File: config.mk
export PLATFORM = sky130hd
export DESIGN_NAME = spi_mem_burst
export DESIGN_NICKNAME = d
export VERILOG_FILES = /design/src/rtl/spi_mem_burst.sv
export SDC_FILE = /design/constraint.sdc
export NUM_CORES = 1
export LEC_CHECK = 0
export CAP_MARGIN = 20
export CORE_MARGIN = 2
export CORE_UTILIZATION = 40
export CTS_CLUSTER_SIZE = 14
export DETAILED_ROUTE_END_ITERATION = 8
export GPL_TIMING_DRIVEN = 0
export PLACE_DENSITY = 0.69
export SYNTH_ARGS = -nofsm -noshare
export SYNTH_HDL_FRONTEND = slang
export SYNTH_SLANG_ARGS = --single-unit
File: constraint.sdc
create_clock -name clk -period 2.35 [get_ports clk]
set_input_delay 0.705 -clock clk [delete_from_list [all_inputs] [get_ports clk]]
set_output_delay 0.705 -clock clk [all_outputs]
set_load 0.005 [all_outputs]
File: src/rtl/spi_mem_burst.sv
// rtl/spi_mem_burst.sv - SPI mode-0 burst master for 23LC512-style serial RAM
//
// Purpose: issues one read (RD_CMD) or write (WR_CMD) burst of len+1 bytes
// under a single chip-select assertion, MSB first, sck idle low.
// Ports:
//   clk, rst            system clock, asynchronous active-high reset
//   start/write/addr/len  burst request; request fields latched when start is taken in IDLE
//   busy, done          burst in progress / one-cycle end-of-burst pulse
//   wdata/wvalid/wready write byte stream (handshake per byte)
//   rdata/rvalid/rready read byte stream (single holding register)
//   cs_n, sck, mosi, miso  SPI pins
module spi_mem_burst #(
  parameter int          ADDR_W  = 16,
  parameter int          LEN_W   = 8,
  parameter int          CLK_DIV = 1,
  parameter logic [7:0]  RD_CMD  = 8'h03,
  parameter logic [7:0]  WR_CMD  = 8'h02
) (
  input  logic              clk,
  input  logic              rst,
  input  logic              start,
  input  logic              write,
  input  logic [ADDR_W-1:0] addr,
  input  logic [LEN_W-1:0]  len,
  output logic              busy,
  output logic              done,
  input  logic [7:0]        wdata,
  input  logic              wvalid,
  output logic              wready,
  output logic [7:0]        rdata,
  output logic              rvalid,
  input  logic              rready,
  output logic              cs_n,
  output logic              sck,
  output logic              mosi,
  input  logic              miso
);

  localparam int SH_W  = 8 + ADDR_W;
  localparam int CNT_W = $clog2(SH_W + 1);
  localparam int DIV_W = (CLK_DIV > 1) ? $clog2(CLK_DIV) : 1;
  localparam logic [DIV_W-1:0] DIV_LAST = DIV_W'(CLK_DIV - 1);

  typedef enum logic [2:0] {IDLE, CMD, WAIT_W, DATA, WAIT_R, FINISH} state_t;

  state_t            state_q, state_d;
  logic [DIV_W-1:0]  div_q, div_d;
  logic              sck_q, sck_d;
  logic [CNT_W-1:0]  bit_q, bit_d;
  logic [SH_W-1:0]   sh_q, sh_d;
  logic [7:0]        rx_q, rx_d;
  logic [7:0]        rdata_q, rdata_d;
  logic              rvalid_q, rvalid_d;
  logic              wr_q, wr_d;
  logic              done_q, done_d;
  logic [LEN_W-1:0]  len_q, len_d;
  logic [LEN_W-1:0]  cnt_q, cnt_d;

  logic half_end;
  logic hold_free;
  logic advance;

  assign half_end  = (div_q == DIV_LAST);
  // The holding register can take a new byte if empty or being drained this cycle.
  assign hold_free = !rvalid_q || rready;

  // State register
  always_ff @(posedge clk or posedge rst) begin
    if (rst) begin
      state_q  <= IDLE;
      div_q    <= '0;
      sck_q    <= 1'b0;
      bit_q    <= '0;
      sh_q     <= '0;
      rx_q     <= '0;
      rdata_q  <= '0;
      rvalid_q <= 1'b0;
      wr_q     <= 1'b0;
      done_q   <= 1'b0;
      len_q    <= '0;
      cnt_q    <= '0;
    end else begin
      state_q  <= state_d;
      div_q    <= div_d;
      sck_q    <= sck_d;
      bit_q    <= bit_d;
      sh_q     <= sh_d;
      rx_q     <= rx_d;
      rdata_q  <= rdata_d;
      rvalid_q <= rvalid_d;
      wr_q     <= wr_d;
      done_q   <= done_d;
      len_q    <= len_d;
      cnt_q    <= cnt_d;
    end
  end

  // Next-state and datapath
  always_comb begin
    state_d  = state_q;
    div_d    = div_q;
    sck_d    = sck_q;
    bit_d    = bit_q;
    sh_d     = sh_q;
    rx_d     = rx_q;
    rdata_d  = rdata_q;
    rvalid_d = rvalid_q && !rready;
    wr_d     = wr_q;
    len_d    = len_q;
    cnt_d    = cnt_q;
    done_d   = 1'b0;
    advance  = 1'b0;

    case (state_q)
      IDLE: begin
        // A pending read byte blocks the next burst until it is consumed.
        if (start && !rvalid_q) begin
          wr_d    = write;
          len_d   = len;
          cnt_d   = '0;
          sh_d    = {(write ? WR_CMD : RD_CMD), addr};
          bit_d   = CNT_W'(SH_W);
          div_d   = '0;
          sck_d   = 1'b0;
          state_d = CMD;
        end
      end
      CMD, DATA: begin
        div_d = half_end ? '0 : div_q + DIV_W'(1);
        if (half_end && !sck_q) begin
          sck_d = 1'b1;
          if (state_q == DATA && !wr_q) rx_d = {rx_q[6:0], miso};
        end else if (half_end) begin
          // End of the high half: the next bit's low half starts here.
          sck_d = 1'b0;
          bit_d = bit_q - CNT_W'(1);
          sh_d  = sh_q << 1;
          if (bit_q == CNT_W'(1)) begin
            if (state_q == CMD) begin
              if (wr_q) begin
                state_d = WAIT_W;
              end else begin
                state_d = DATA;
                bit_d   = CNT_W'(8);
              end
            end else if (!wr_q && !hold_free) begin
              // Byte parks in rx_q until the holding register frees up.
              state_d = WAIT_R;
            end else begin
              if (!wr_q) begin
                rdata_d  = rx_q;
                rvalid_d = 1'b1;
              end
              advance = 1'b1;
            end
          end
        end
      end
      WAIT_W: begin
        if (wvalid) begin
          sh_d    = {wdata, {ADDR_W{1'b0}}};
          bit_d   = CNT_W'(8);
          div_d   = '0;
          sck_d   = 1'b0;
          state_d = DATA;
        end
      end
      WAIT_R: begin
        if (rready) begin
          rdata_d  = rx_q;
          rvalid_d = 1'b1;
          advance  = 1'b1;
        end
      end
      FINISH: begin
        div_d = half_end ? '0 : div_q + DIV_W'(1);
        if (half_end) begin
          done_d  = 1'b1;
          state_d = IDLE;
        end
      end
      default: state_d = IDLE;
    endcase

    // Byte boundary bookkeeping shared by DATA and WAIT_R.
    if (advance) begin
      div_d = '0;
      sck_d = 1'b0;
      bit_d = CNT_W'(8);
      if (cnt_q == len_q) begin
        state_d = FINISH;
      end else begin
        cnt_d   = cnt_q + LEN_W'(1);
        state_d = wr_q ? WAIT_W : DATA;
      end
    end
  end

  // Outputs
  always_comb begin
    cs_n   = (state_q == IDLE);
    busy   = (state_q != IDLE);
    wready = (state_q == WAIT_W);
    mosi   = 1'b0;
    if (state_q == CMD || (state_q == DATA && wr_q)) mosi = sh_q[SH_W-1];
    sck    = sck_q;
    done   = done_q;
    rdata  = rdata_q;
    rvalid = rvalid_q;
  end

endmodule

* Word level (Yosys, flattened, before mapping) *
Cells that the tools add are included.
Widths: inputs -> output; s select.

storage, ports and cells
  register bits = 69
  input port bits = 39
  logic and storage cells = 136

cells by class
  $add $sub $neg = 3
  equality and inequality tests = 25
  multiplexer cells = 66
  bitwise operators = 1
  reduce and logical (&&, ||, !) cells = 29

operator list
  cell                 count
  $mux 24              4
  $mux 8               11
  $pmux 24 s3          1
  $mux 5               8
  $mux 3               10
  $mux 1               25
  $ne 2x2->1 const B   9
  $pmux 8 s2           1
  $reduce_and 8->1     2
  $pmux 3 s5           1
  $pmux 5 s3           1
  $ne 3x3->1 const B   4
  $reduce_and 5->1     2
  $add 8x1->8 const B  1
  $eq 8x8->1           1
  $ne 4x4->1 const B   2
  $reduce_bool 4->1    2
  $eq 3x2->1 const B   2
  $eq 3x3->1 const B   2
  $logic_and 1x1->1    6
  $pmux 1 s3           2
  $reduce_and 3->1     2
  $reduce_bool 3->1    2
  $eq 5x1->1 const B   1
  other kinds (16)     22

* Depth between registers and ports, before layout *
Gate-level depths: netlist of run 1.

  depth in word-level cells = 12
  depth in mapped cells = 7
  mapped depth without buffers = 7

* Worst setup path after synthesis of run 1 *
No wires, ideal clock.

  path type = reg2out
  from = register state_q[2]
  to = output mosi
  arrival time = 1.361 ns
  slack = 0.284 ns
  stages on the path, launching flop included = 5
  buffers on the path = 2
  path through = dfrtp_1 buf_2 nor2_1 clkbuf_1 and3_1

on the way
  longest elaborated chain between the ends = 4

ends and longest elaborated chain
  element                 RTL line  text
  from (decl)             46        state_t state_q, state_d;
  from (signal assigned)  83        state_q <= state_d;
  $eq 3x2->1              205       if (state_q == CMD || (state_q == DATA && wr_q)) mosi = sh_q[SH_W-1];
  $logic_and 1x1->1       205
  $logic_or 1x1->1 *      205
  $mux 1 *                205
  to (decl)               35        output logic mosi,

Mark *: on every way between the ends. The rest lies on a longest branch, timed or not.

* Worst setup path after layout of run 1 *
  from = register state_q[2]
  to = output wready

on the way
  longest elaborated chain between the ends = 1

ends and longest elaborated chain
  element     RTL line  text
  $eq 3x2->1  203       wready = (state_q == WAIT_W);
  to (decl)   29        output logic wready,

Every way passes these cells.

==> metrics.log, run 1 <==
INFO  metric status = finished, final reports clean
INFO  metric commonest_non_fill_non_tap_cell_in_the_layout = dfrtp_1
INFO  metric p_leak = 1.96 nW
INFO  metric layout_common_cells = 68 x dfrtp_1, 49 x clkdlybuf4s50_1, 33 x nand2_1, 28 x nor2_1, 27 x mux2_2
INFO  metric startpoint_type = flop
INFO  metric placementRows = 33
INFO  metric clk_pin_slew_worst_paths = 0.07 ns
INFO  metric reg2regPathDepth = 7
INFO  metric layout-drive-gt1-share = 20.7%
INFO  metric antenna_violating_nets_post_route = 0
INFO  metric crit-reg2reg-launch = bit_q[1]
INFO  metric track_usage = 16.8%
INFO  metric numPortBuffers = 53
INFO  metric max_clock_freq = 0.437 GHz
INFO  metric crit_path_max_fanout = 9
INFO  metric wirelength = 7.36 mm
INFO  metric synthesis_warnings = 0
INFO  metric ys_async_sr_fraction = 100%
INFO  metric r2r_setup_slack = 0.19 ns
INFO  metric synth_enable_flop_cells = 0
INFO  metric p_per_area = 1260 nW/um2
INFO  metric relSlewSlack = 50.5%
INFO  metric worst-slew-pin-transition = 0.741 ns
INFO  metric post-layout-total-power = 5.54 mW
INFO  metric setup_violations_final = 0
INFO  metric largest_net_degree_at_the_start_of_global_routing = 37
INFO  metric min_delay_path_depth = 1
INFO  metric timing.final.ws_setup = 0.0594 ns
INFO  metric route.detailed.vias_per_inst = 5.29
INFO  metric gp_congestion = 0.777
INFO  metric max_cap_violations = 0
INFO  metric clock_tree_buf_depth = 2
INFO  metric ys.flop_type = dfrtp_1
INFO  metric die_area = 9130 um2
INFO  metric hpwl = 4.96 mm
INFO  metric worst_ep_arrival_time = 1.59 ns
INFO  metric grt_first_pass_wirelength = 11.9 mm
INFO  metric fin_worst_hold_slack = 0.500 ns
INFO  metric antenna_cells = 0
INFO  metric cpPeakStageDelay = 0.40 ns
INFO  metric postSynthRegisterBits = 68
INFO  metric vdd_drop_max = 546 uV
INFO  metric yosys.area.top_type_share = 50.7%
INFO  metric clkSinkCount = 68
INFO  metric avgSynthCellArea = 10.6 um2
INFO  metric holdCritStartpoint = cnt_q[7]
INFO  metric cts_tree = built
INFO  metric die_y = 95.6 um
INFO  metric end_kind = output port
INFO  metric period_minus_slack = 2.29 ns
INFO  metric detailedRoute.firstIterationViolations = 192
INFO  metric syn_nets = 359
INFO  metric hold_end = cnt_q[7]
INFO  metric number_of_global_route_vias_before_repair = 2493
INFO  metric finalHoldViolations = 0
INFO  metric nets = 433
INFO  metric cts_htree_levels = 3
INFO  metric die_w = 95.6 um
INFO  metric portion_of_the_clock_cycle_consumed_by_the_worst_path_in_the_final_layout = 97.5%
INFO  metric synthesis.area = 3350 um2
INFO  metric place_ws = -0.673 ns
INFO  metric vias = 2652
INFO  metric synth_largest_area_cell = dfrtp_1
INFO  metric io_pins = 54
INFO  metric synth_area_leaders = dfrtp_1 51%, mux2_2 9.1%, nand2_1 3.7%
INFO  metric setup.worst_path.class = flop to output port
INFO  metric worst_skew_pair.late_latency = 0.35 ns
INFO  metric drt_drc_violations_left = 0
INFO  metric globalRouteOverflowTotal = 0
INFO  metric syn_to_final_growth = 31.0%
INFO  metric cp_data_required_time = 1.64 ns
INFO  metric cell_with_the_largest_stage_delay_on_the_worst_path = dfrtp_1
INFO  metric timing.clock.skew = 0.0116 ns
INFO  metric grt_antenna_before_repair = 0
INFO  metric netlist-cell-type-count = 49
INFO  metric cts_hold_buffers = 0
INFO  metric finalMaxSlewViolations = 0
INFO  metric clk_root_buffer_cell = clkbuf_8
INFO  metric path_cells = buf_4, or3_4, buf_6, clkinv_4, buf_2
INFO  metric routed_wire_length_per_instance = 14.7 um
INFO  metric cts-buffers-inserted = 9
INFO  metric floorplan.initialDensity = 41.0%
INFO  metric drt-pass1-iter-count = 4
INFO  metric core-area = 8180 um2
INFO  metric r2r_end = rdata[6]
INFO  metric syn-instance-count = 317
INFO  metric hold_path.class = flop to flop
INFO  metric seq_area_frac_synth = 50.7%
[logic make-up after synthesis]
| logic type | synth area share [%] |
|---|---|
| AOI/OAI and AO/OA | 13.2 |
| xor gates and xnor gates | 2.35 |
| adders and majority gates | 1.12 |
| buffers and inverters | 4.36 |
| DFF | 50.7 |
| muxes | 11.5 |
| and+or+nand+nor | 16.8 |
[routing by layer]
| layer | GRT usage (%) | share of wire, % | up-vias |
|---|---|---|---|
| met5 | 0 | 0 | - |
| met4 | 6.19 | 1.3 | 0 |
| met3 | 4.51 | 5.5 | 8 |
| met2 | 24.8 | 46 | 68 |
| met1 | 23.7 | 47 | 1305 |
| li1 | - | - | 1271 |
[worst max-delay path, delay by kind of cell, from the launching register on]
family | cells | cell delay [ns]
buffers and inverters | 4 | 0.46
flip-flops | 1 | 0.40
AND/OR/NAND/NOR | 1 | 0.38
[per-stage QoR]
step / cell area [um2] / std cells / setup TNS [ns] / utilization (%)
after floorplan: 3360 / 317 / 0 / -
after global placement: 4020 / 475 / -8.76 / 49.2
after detailed placement: 4040 / 476 / -9.79 / 49.4
after CTS: 4330 / 498 / 0 / 53.0
after global routing: 4400 / 501 / -0.00765 / 53.8
final: 4400 / 501 / 0 / 53.8
[how the worst max path moves through the flow]
| stage | from | end | slack (ns) | cells after the start |
|---|---|---|---|---|
| 6_report | state_q[2] | wready | 0.06 | 5 |
| 5_1_grt | state_q[2] | wready | -0.008 | 5 |
| 4_1_cts | state_q[2] | mosi | 0.04 | 5 |
| 3_5_place_dp | state_q[2] | mosi | -0.67 | 5 |
| 3_3_place_gp | state_q[2] | mosi | -0.66 | 5 |
| 2_1_floorplan | state_q[2] | mosi | 0.28 | 4 |
[report_power, final]
group          switching [mW]  leakage (nW)  internal (mW)
clock network           0.468         0.116          0.626
registers               0.319         0.847           1.64
logic                    1.22         0.999           1.27
total                    2.01          1.96           3.53
[cell type report]
class	instances	area [um2]
flip-flops and latches	68	1700
well taps	105	131
inverters	11	50.0
plain buffers	16	134
multi-input cells	222	1530
repair buffers	63	621
clock inverters	6	87.6
fillers	707	3780
clock buffers	10	138
[registers in the layout, summed over array words and instances (netlist names)]
signal / count
state_q: 3
bit_q: 5
cnt_q: 8
done: 1
rdata: 8
sck: 1
wr_q: 1
rx_q: 8
rvalid: 1
len_q: 8
sh_q: 24
[synth_stat cells, types with 4 or more instances]
master,count
buf_2,6
mux2_2,27
nand2_1,33
a21oi_1,12
dfrtp_1,68
a31oi_1,16
nand2b_1,6
buf_6,4
mux2i_1,8
and3_1,4
nor2_1,29
nand4_1,7
xnor2_1,9
nand3_1,19
clkbuf_1,4
o21ai_0,7
inv_1,10
a22oi_1,7
[timing repair]
action | 4_1_cts | 5_1_grt
gates cloned | 0 | 1
gates resized for setup | 17 | 7
pin swaps | 2 | 1
setup buffers | 6 | 2
endpoints found under the setup margin | 4 | 8
(Power assumes the default switching activity.)
==> inputs of run 2 (changes only) <==
--- a/config.mk
+++ b/config.mk
@@ -12,6 +12,7 @@
 export DETAILED_ROUTE_END_ITERATION = 8
 export GPL_TIMING_DRIVEN = 0
 export PLACE_DENSITY = 0.69
+export SLEW_MARGIN = 20
 export SYNTH_ARGS = -nofsm -noshare
 export SYNTH_HDL_FRONTEND = slang
 export SYNTH_SLANG_ARGS = --single-unit
==> run 2 against run 1 <==
Against the previous run:
- critical path depth did not move
- global-route usage fell by 0.070 points
- design area about the same
- flip-flop and latch count did not move
- largest cell class unchanged
- combinational power shrank 3%
- critical endpoint is now mosi
- clock skew is 0.0051 ns lower
==> metrics.log, run 2 (synthesis results as in run 1) <==
INFO  metric status = finished, final reports clean
INFO  metric r2r_setup_slack = 0.21 ns (+0.02 ns)
INFO  metric power.switching_fraction = 36.3% (+0.11 points)
INFO  metric internal_power = 3.47 mW (-1.8%)
INFO  metric clk_pin_slew_worst_paths = 0.07 ns (about the same)
INFO  metric crit-reg2reg-launch = state_q[1]
INFO  metric nets = 431 (-0.46%)
INFO  metric p_per_area = 1240 nW/um2 (-1.7%)
INFO  metric core-area = 8180 um2 (unchanged)
INFO  metric switching_power = 1.98 mW (-1.4%)
INFO  metric unrepaired_setup_endpoints_after_global_routing = true
INFO  metric clock_power_share = 19.7% (about the same)
INFO  metric clkSinkCount = 68 (unchanged)
INFO  metric vdd_drop_max = 436 uV (-20%)
INFO  metric max_cap_violations = 0 (unchanged)
INFO  metric cpPeakStageDelay = 0.42 ns (+0.02 ns)
INFO  metric setup.worst_path.class = flop to output port
INFO  metric portion_of_the_clock_cycle_consumed_by_the_worst_path_in_the_final_layout = 97.6% (+0.14 points)
INFO  metric cts_hold_buffers = 0 (unchanged)
INFO  metric worst-path-buf-inv = 3 (-1)
INFO  metric period_minus_slack = 2.29 ns (+0.00333 ns)
INFO  metric path_cells = buf_6, nor2_4, clkbuf_8, and3_4, dlygate4sd2_1
INFO  metric grt_first_pass_wirelength = 11.9 mm (+0.24%)
INFO  metric number_of_flip_flops_under_the_largest_register_name = 24 (unchanged)
INFO  metric min_delay_path_depth = 1 (unchanged)
INFO  metric holdCritStartpoint = cnt_q[7]
INFO  metric power_frac_seq = 36.0% (+0.7 points)
INFO  metric track_usage = 16.7% (-0.070 points)
INFO  metric reg2regPathDepth = 7 (unchanged)
INFO  metric numPortBuffers = 53 (unchanged)
INFO  metric drt_drc_violations_left = 0 (unchanged)
INFO  metric layout-drive-gt1-share = 20.8% (+0.11 points)
INFO  metric clock_tree_buf_depth = 2 (unchanged)
INFO  metric cp_data_required_time = 1.64 ns (about the same)
INFO  metric end_kind = output port
INFO  metric p_comb_share = 44.2% (-0.7 points)
INFO  metric clk_root_buffer_cell = clkbuf_8
INFO  metric hold_path.class = flop to flop
INFO  metric vias = 2647 (-0.19%)
INFO  metric worst_skew_pair.late_latency = 0.34 ns (about the same)
INFO  metric antenna_violating_nets_post_route = 0 (unchanged)
INFO  metric commonest_non_fill_non_tap_cell_in_the_layout = dfrtp_1
INFO  metric top_register = sh_q
INFO  metric antenna_cells = 0 (unchanged)
INFO  metric drt-pass1-iter-count = 4 (unchanged)
INFO  metric layout_common_cells = 68 x dfrtp_1, 49 x clkdlybuf4s50_1, 33 x nand2_1, 28 x nor2_1, 27 x mux2_2
INFO  metric hpwl = 4.99 mm (+0.64%)
INFO  metric fin_worst_hold_slack = 0.499 ns (-0.00150 ns)
INFO  metric routed_wire_length_per_instance = 14.5 um (-1.4%)
INFO  metric globalRouteOverflowTotal = 0 (unchanged)
INFO  metric io_pins = 54 (unchanged)
INFO  metric number_of_global_route_vias_before_repair = 2504 (+0.44%)
INFO  metric cell_with_the_largest_stage_delay_on_the_worst_path = dfrtp_1
INFO  metric place_ws = -0.670 ns (+0.00219 ns)
INFO  metric die_w = 95.6 um (unchanged)
INFO  metric worst_ep_arrival_time = 1.59 ns (about the same)
INFO  metric relSlewSlack = 55.5% (+5.0 points)
INFO  metric p_leak = 1.96 nW (-0.28%)
INFO  metric setup_violations_final = 0 (unchanged)
INFO  metric timing.clock.skew = 0.00652 ns (-0.00511 ns)
INFO  metric largest_net_degree_at_the_start_of_global_routing = 35 (-5.4%)
INFO  metric gp_congestion = 0.777 (unchanged)
INFO  metric die_area = 9130 um2 (unchanged)
INFO  metric detailedRoute.firstIterationViolations = 193 (+0.52%)
INFO  metric hold_end = cnt_q[7]
INFO  metric timing.final.ws_setup = 0.0560 ns (-0.00333 ns)
INFO  metric startpoint_type = flop
INFO  metric finalHoldViolations = 0 (unchanged)
INFO  metric cts_htree_levels = 3 (unchanged)
INFO  metric placementRows = 33 (unchanged)
INFO  metric cts-buffers-inserted = 9 (unchanged)
INFO  metric floorplan.initialDensity = 41.0% (unchanged)
INFO  metric worst-slew-pin-transition = 0.664 ns (-0.0771 ns)
INFO  metric max_clock_freq = 0.436 GHz (-0.15%)
INFO  metric final.fill_count = 712 (+0.71%)
INFO  metric cts_tree = built
INFO  metric wirelength = 7.23 mm (-1.8%)
INFO  metric route.detailed.vias_per_inst = 5.30 (+0.21%)
INFO  metric die_y = 95.6 um (unchanged)
INFO  metric syn_to_final_growth = 31.1% (about the same)
INFO  metric grt_antenna_before_repair = 0 (unchanged)
INFO  metric crit_path_max_fanout = 3 (-6)
INFO  metric timing.critical_path.max_delay_family = buffers and inverters
INFO  metric r2r_end = sh_q[3]
INFO  metric finalMaxSlewViolations = 0 (unchanged)
INFO  metric postLayoutCoreUtil = 53.8% (about the same)
[run 2: changes by cell type in the layout (fill, tap and decap cells not counted), sizes merged]
cell	delta
buf	-2
clkbuf	-1
dlygate4sd2	+1
[run 2: layer usage]
layer	GRT usage, %	share of wire (%)
met3	3.79	3.8
met2	25.4	47
met5	0	0
met1	23.8	48
met4	5.36	1.2
[run 2: final cells by class]
class	instances	area, um2	share of cell area [%]
Clock inverter	6	87.6	1.99
Multi-Input combinational cell	222	1540	35.0
Buffer	15	116	2.65
Sequential cell	68	1700	38.7
Inverter	11	57.6	1.31
Clock buffer	10	138	3.13
Timing Repair Buffer	62	628	14.3
Tap cell	105	131	2.99
[run 2: power by group through the flow]
stage	logic, mW	clock network [mW]	registers (mW)
5_1_grt	2.67	1.16	2.02
2_1_floorplan	1.69	0	1.89
6_report	2.41	1.07	1.96
3_3_place_gp	2.20	0	1.96
3_5_place_dp	2.27	0	1.98
4_1_cts	2.40	1.10	1.96
[run 2: worst max path at each step]
stage / startpoint / to / slack, ns / depth (start not counted)
2_1_floorplan: state_q[2] / mosi / 0.28 / 4
3_3_place_gp: state_q[2] / mosi / -0.66 / 5
3_5_place_dp: state_q[2] / mosi / -0.67 / 5
4_1_cts: state_q[0] / wready / 0.01 / 5
5_1_grt: bit_q[1] / rdata[0] / -0.003 / 7
6_report: state_q[2] / mosi / 0.06 / 5
[run 2: per-stage QoR]
stage | setup TNS [ns] | cells | power, mW | instance area [um2]
after floorplan | 0 | 317 | 3.58 | 3360
after global placement | -8.76 | 475 | 4.16 | 4020
after detailed placement | -9.51 | 477 | 4.24 | 4070
after CTS | 0 | 499 | 5.46 | 4400
after global routing | -0.00631 | 499 | 5.84 | 4400
final | 0 | 499 | 5.45 | 4400
[run 2: repair_timing]
item | in CTS | in global routing
resized for setup | 22 | 3
pin swaps | 1 | 0
setup buffers | 6 | 1
setup endpoints to repair | 4 | 15
[run 2: worst reg2reg max path, cell delays in order, from the launching register on]
cell	delay (ns)
dfrtp_1	0.40
buf_4	0.15
buf_6	0.13
or3b_1	0.38
a31oi_2	0.22
a21boi_4	0.32
buf_2	0.29
a31oi_1	0.12
==> inputs of run 3 (changes only) <==
--- a/config.mk
+++ b/config.mk
@@ -5,6 +5,7 @@
 export SDC_FILE = /design/constraint.sdc
 export NUM_CORES = 1
 export LEC_CHECK = 0
+export ABC_AREA = 0
 export CAP_MARGIN = 20
 export CORE_MARGIN = 2
 export CORE_UTILIZATION = 40
@@ -12,6 +13,7 @@
 export DETAILED_ROUTE_END_ITERATION = 8
 export GPL_TIMING_DRIVEN = 0
 export PLACE_DENSITY = 0.69
+export SKIP_CTS_REPAIR_TIMING = 1
 export SLEW_MARGIN = 20
 export SYNTH_ARGS = -nofsm -noshare
 export SYNTH_HDL_FRONTEND = slang
==> run 3 against run 2 <==
Against the previous run:
- register-to-register slack about the same
- clock-buffer cell count is the same
- critical path depth is the same
- first-iteration DRC count shrank 11%
- via count decreased by 0.83%
==> metrics.log, run 3 (synthesis results as in run 1) <==
INFO  metric detailedRoute.firstIterationViolations = 171 (-11%)
INFO  metric clock_tree_buf_depth = 2 (unchanged)
INFO  metric clock_power_share = 19.8% (about the same)
INFO  metric die_w = 95.6 um (unchanged)
INFO  metric worst_skew_pair.late_latency = 0.34 ns (about the same)
INFO  metric status = finished, final reports clean
INFO  metric end_kind = output port
INFO  metric placed_cell_area = 4070 um2 (unchanged)
INFO  metric cts_tree = built
INFO  metric power_frac_seq = 36.1% (about the same)
INFO  metric vias = 2625 (-0.83%)
INFO  metric max_clock_freq = 0.435 GHz (-0.16%)
INFO  metric internal_power = 3.49 mW (+0.43%)
INFO  metric timing.clock.skew = 0.0108 ns (+0.00427 ns)
INFO  metric final.fill_count = 711 (-0.14%)
INFO  metric commonest_non_fill_non_tap_cell_in_the_layout = dfrtp_1
INFO  metric top_register = sh_q
INFO  metric power.switching_fraction = 36.0% (-0.31 points)
INFO  metric number_of_global_route_vias_before_repair = 2466 (-1.5%)
INFO  metric number_of_flip_flops_under_the_largest_register_name = 24 (unchanged)
INFO  metric grt_antenna_before_repair = 0 (unchanged)
INFO  metric route.detailed.vias_per_inst = 5.21 (-1.8%)
INFO  metric layout-drive-gt1-share = 21.3% (+0.49 points)
INFO  metric drt-pass1-iter-count = 4 (unchanged)
INFO  metric clkSinkCount = 68 (unchanged)
INFO  metric grt_first_pass_wirelength = 11.6 mm (-2.3%)
INFO  metric finalHoldViolations = 0 (unchanged)
INFO  metric vdd_drop_max = 434 uV (-0.59%)
INFO  metric wirelength = 7.12 mm (-1.5%)
INFO  metric globalRouteMet1Util = 23.3% (-0.51 points)
INFO  metric setup.worst_path.class = flop to output port
INFO  metric track_usage = 16.3% (-0.39 points)
INFO  metric worst-slew-pin-transition = 0.671 ns (+0.00696 ns)
INFO  metric placementRows = 33 (unchanged)
INFO  metric cell_area_after_layout = 4420 um2 (+0.46%)
INFO  metric die_y = 95.6 um (unchanged)
INFO  metric relSlewSlack = 55.1% (-0.47 points)
INFO  metric cts-buffers-inserted = 9 (unchanged)
INFO  metric floorplan.initialDensity = 41.0% (unchanged)
INFO  metric antenna_violating_nets_post_route = 0 (unchanged)
INFO  metric finalMaxSlewViolations = 0 (unchanged)
INFO  metric cts_htree_levels = 3 (unchanged)
INFO  metric antenna_cells = 0 (unchanged)
INFO  metric crit_path_max_fanout = 10 (+7)
INFO  metric startpoint_type = flop
INFO  metric grt_util_met2 = 24.7% (-0.76 points)
INFO  metric numPortBuffers = 53 (unchanged)
INFO  metric p_leak = 1.99 nW (+1.9%)
INFO  metric die_area = 9130 um2 (unchanged)
INFO  metric cp_data_required_time = 1.64 ns (about the same)
INFO  metric clk_pin_slew_worst_paths = 0.07 ns (about the same)
INFO  metric r2r_setup_slack = 0.21 ns (about the same)
INFO  metric p_per_area = 1230 nW/um2 (-0.50%)
INFO  metric worst_ep_arrival_time = 1.59 ns (about the same)
INFO  metric unrepaired_setup_endpoints_after_global_routing = false
INFO  metric timing.final.ws_setup = 0.0525 ns (-0.00357 ns)
INFO  metric globalRouteOverflowTotal = 0 (unchanged)
INFO  metric largest_net_degree_at_the_start_of_global_routing = 35 (unchanged)
INFO  metric setup_violations_final = 0 (unchanged)
INFO  metric drt_drc_violations_left = 0 (unchanged)
INFO  metric hpwl = 4.99 mm (unchanged)
INFO  metric global_route.peak_usage_layer = met2
INFO  metric layout_common_cells = 67 x dfrtp_1, 49 x clkdlybuf4s50_1, 33 x nand2_1, 28 x nor2_1, 27 x mux2_2
INFO  metric syn_to_final_growth = 31.7%
INFO  metric core-area = 8180 um2 (unchanged)
INFO  metric period_minus_slack = 2.30 ns (+0.00357 ns)
INFO  metric hold_path.class = flop to flop
INFO  metric gp_congestion = 0.777 (unchanged)
INFO  metric routed_wire_length_per_instance = 14.1 um (-2.5%)
INFO  metric max_cap_violations = 0 (unchanged)
INFO  metric place_ws = -0.670 ns (unchanged)
INFO  metric fin_worst_hold_slack = 0.498 ns (-0.000686 ns)
INFO  metric p_comb_share = 44.1% (about the same)
INFO  metric portion_of_the_clock_cycle_consumed_by_the_worst_path_in_the_final_layout = 97.8% (+0.15 points)
INFO  metric nets = 436 (+1.2%)
INFO  metric switching_power = 1.96 mW (-0.90%)
INFO  metric io_pins = 54 (unchanged)
INFO  metric met3_grt_util = 3.87% (+0.079 points)
INFO  metric clk_root_buffer_cell = clkbuf_8
## run 3: changes by cell type in the layout (fill, tap and decap cells not counted), sizes merged
cell           before  now
buf                20   26
dlymetal6s2s        0    3
dlygate4sd2         3    0
clkinvlp            1    2
clkinv              5    4
clkdlybuf4s15       1    0
## run 3: final timing paths
check | start | end | cells past startpoint
min in group asynchronous | rst | cnt_q[3] | 2
hold / removal | cnt_q[7] | cnt_q[7] | 1
hold reg to reg | cnt_q[7] | cnt_q[7] | 1
setup / recovery | state_q[0] | wready | 5
setup reg to reg | state_q[1] | sh_q[3] | 7
max in group asynchronous | rst | sh_q[1] | 3
## run 3: routing by layer
metal	vias to the layer above	share of wire [%]
met5	-	0
met1	1285	48
met3	6	4.1
li1	1277	-
met2	57	47
met4	0	1.1
## run 3: power groups by stage
stage | Combinational [mW] | Clock (mW) | Sequential, mW
floorplan | 1.69 | 0 | 1.89
global placement | 2.20 | 0 | 1.96
detailed placement | 2.27 | 0 | 1.98
CTS | 2.28 | 1.10 | 1.96
global route | 2.67 | 1.16 | 2.02
finish | 2.40 | 1.08 | 1.97
## run 3: per-stage QoR
| step | TNS (ns) | utilization, % | total power, mW | std cells |
|---|---|---|---|---|
| after CTS | -1.82 | 52.5 | 5.35 | 493 |
| after floorplan | 0 | - | 3.58 | 317 |
| after detailed placement | -9.51 | 49.8 | 4.24 | 477 |
| after global placement | -8.76 | 49.2 | 4.16 | 475 |
| after global routing | 0 | 54.0 | 5.85 | 504 |
| final | 0 | 54.0 | 5.45 | 504 |
## run 3: layout make-up
| cell class | instances | area [um2] | area share (%) |
|---|---|---|---|
| clock buffer | 10 | 138 | 3.12 |
| inverter | 11 | 48.8 | 1.10 |
| timing repair buffer | 66 | 663 | 15.0 |
| sequential | 68 | 1700 | 38.5 |
| tap | 105 | 131 | 2.97 |
| clock inverter | 6 | 87.6 | 1.98 |
| multi-input combinational | 222 | 1530 | 34.5 |
| buffer | 16 | 121 | 2.75 |
## run 3: worst max-delay path, cell delays in order, from the launching register on
cell and delay [ns]:
dfrtp_1 0.37, buf_6 0.14, or3_4 0.38, buf_6 0.14, clkinvlp_4 0.11, clkbuf_2 0.12
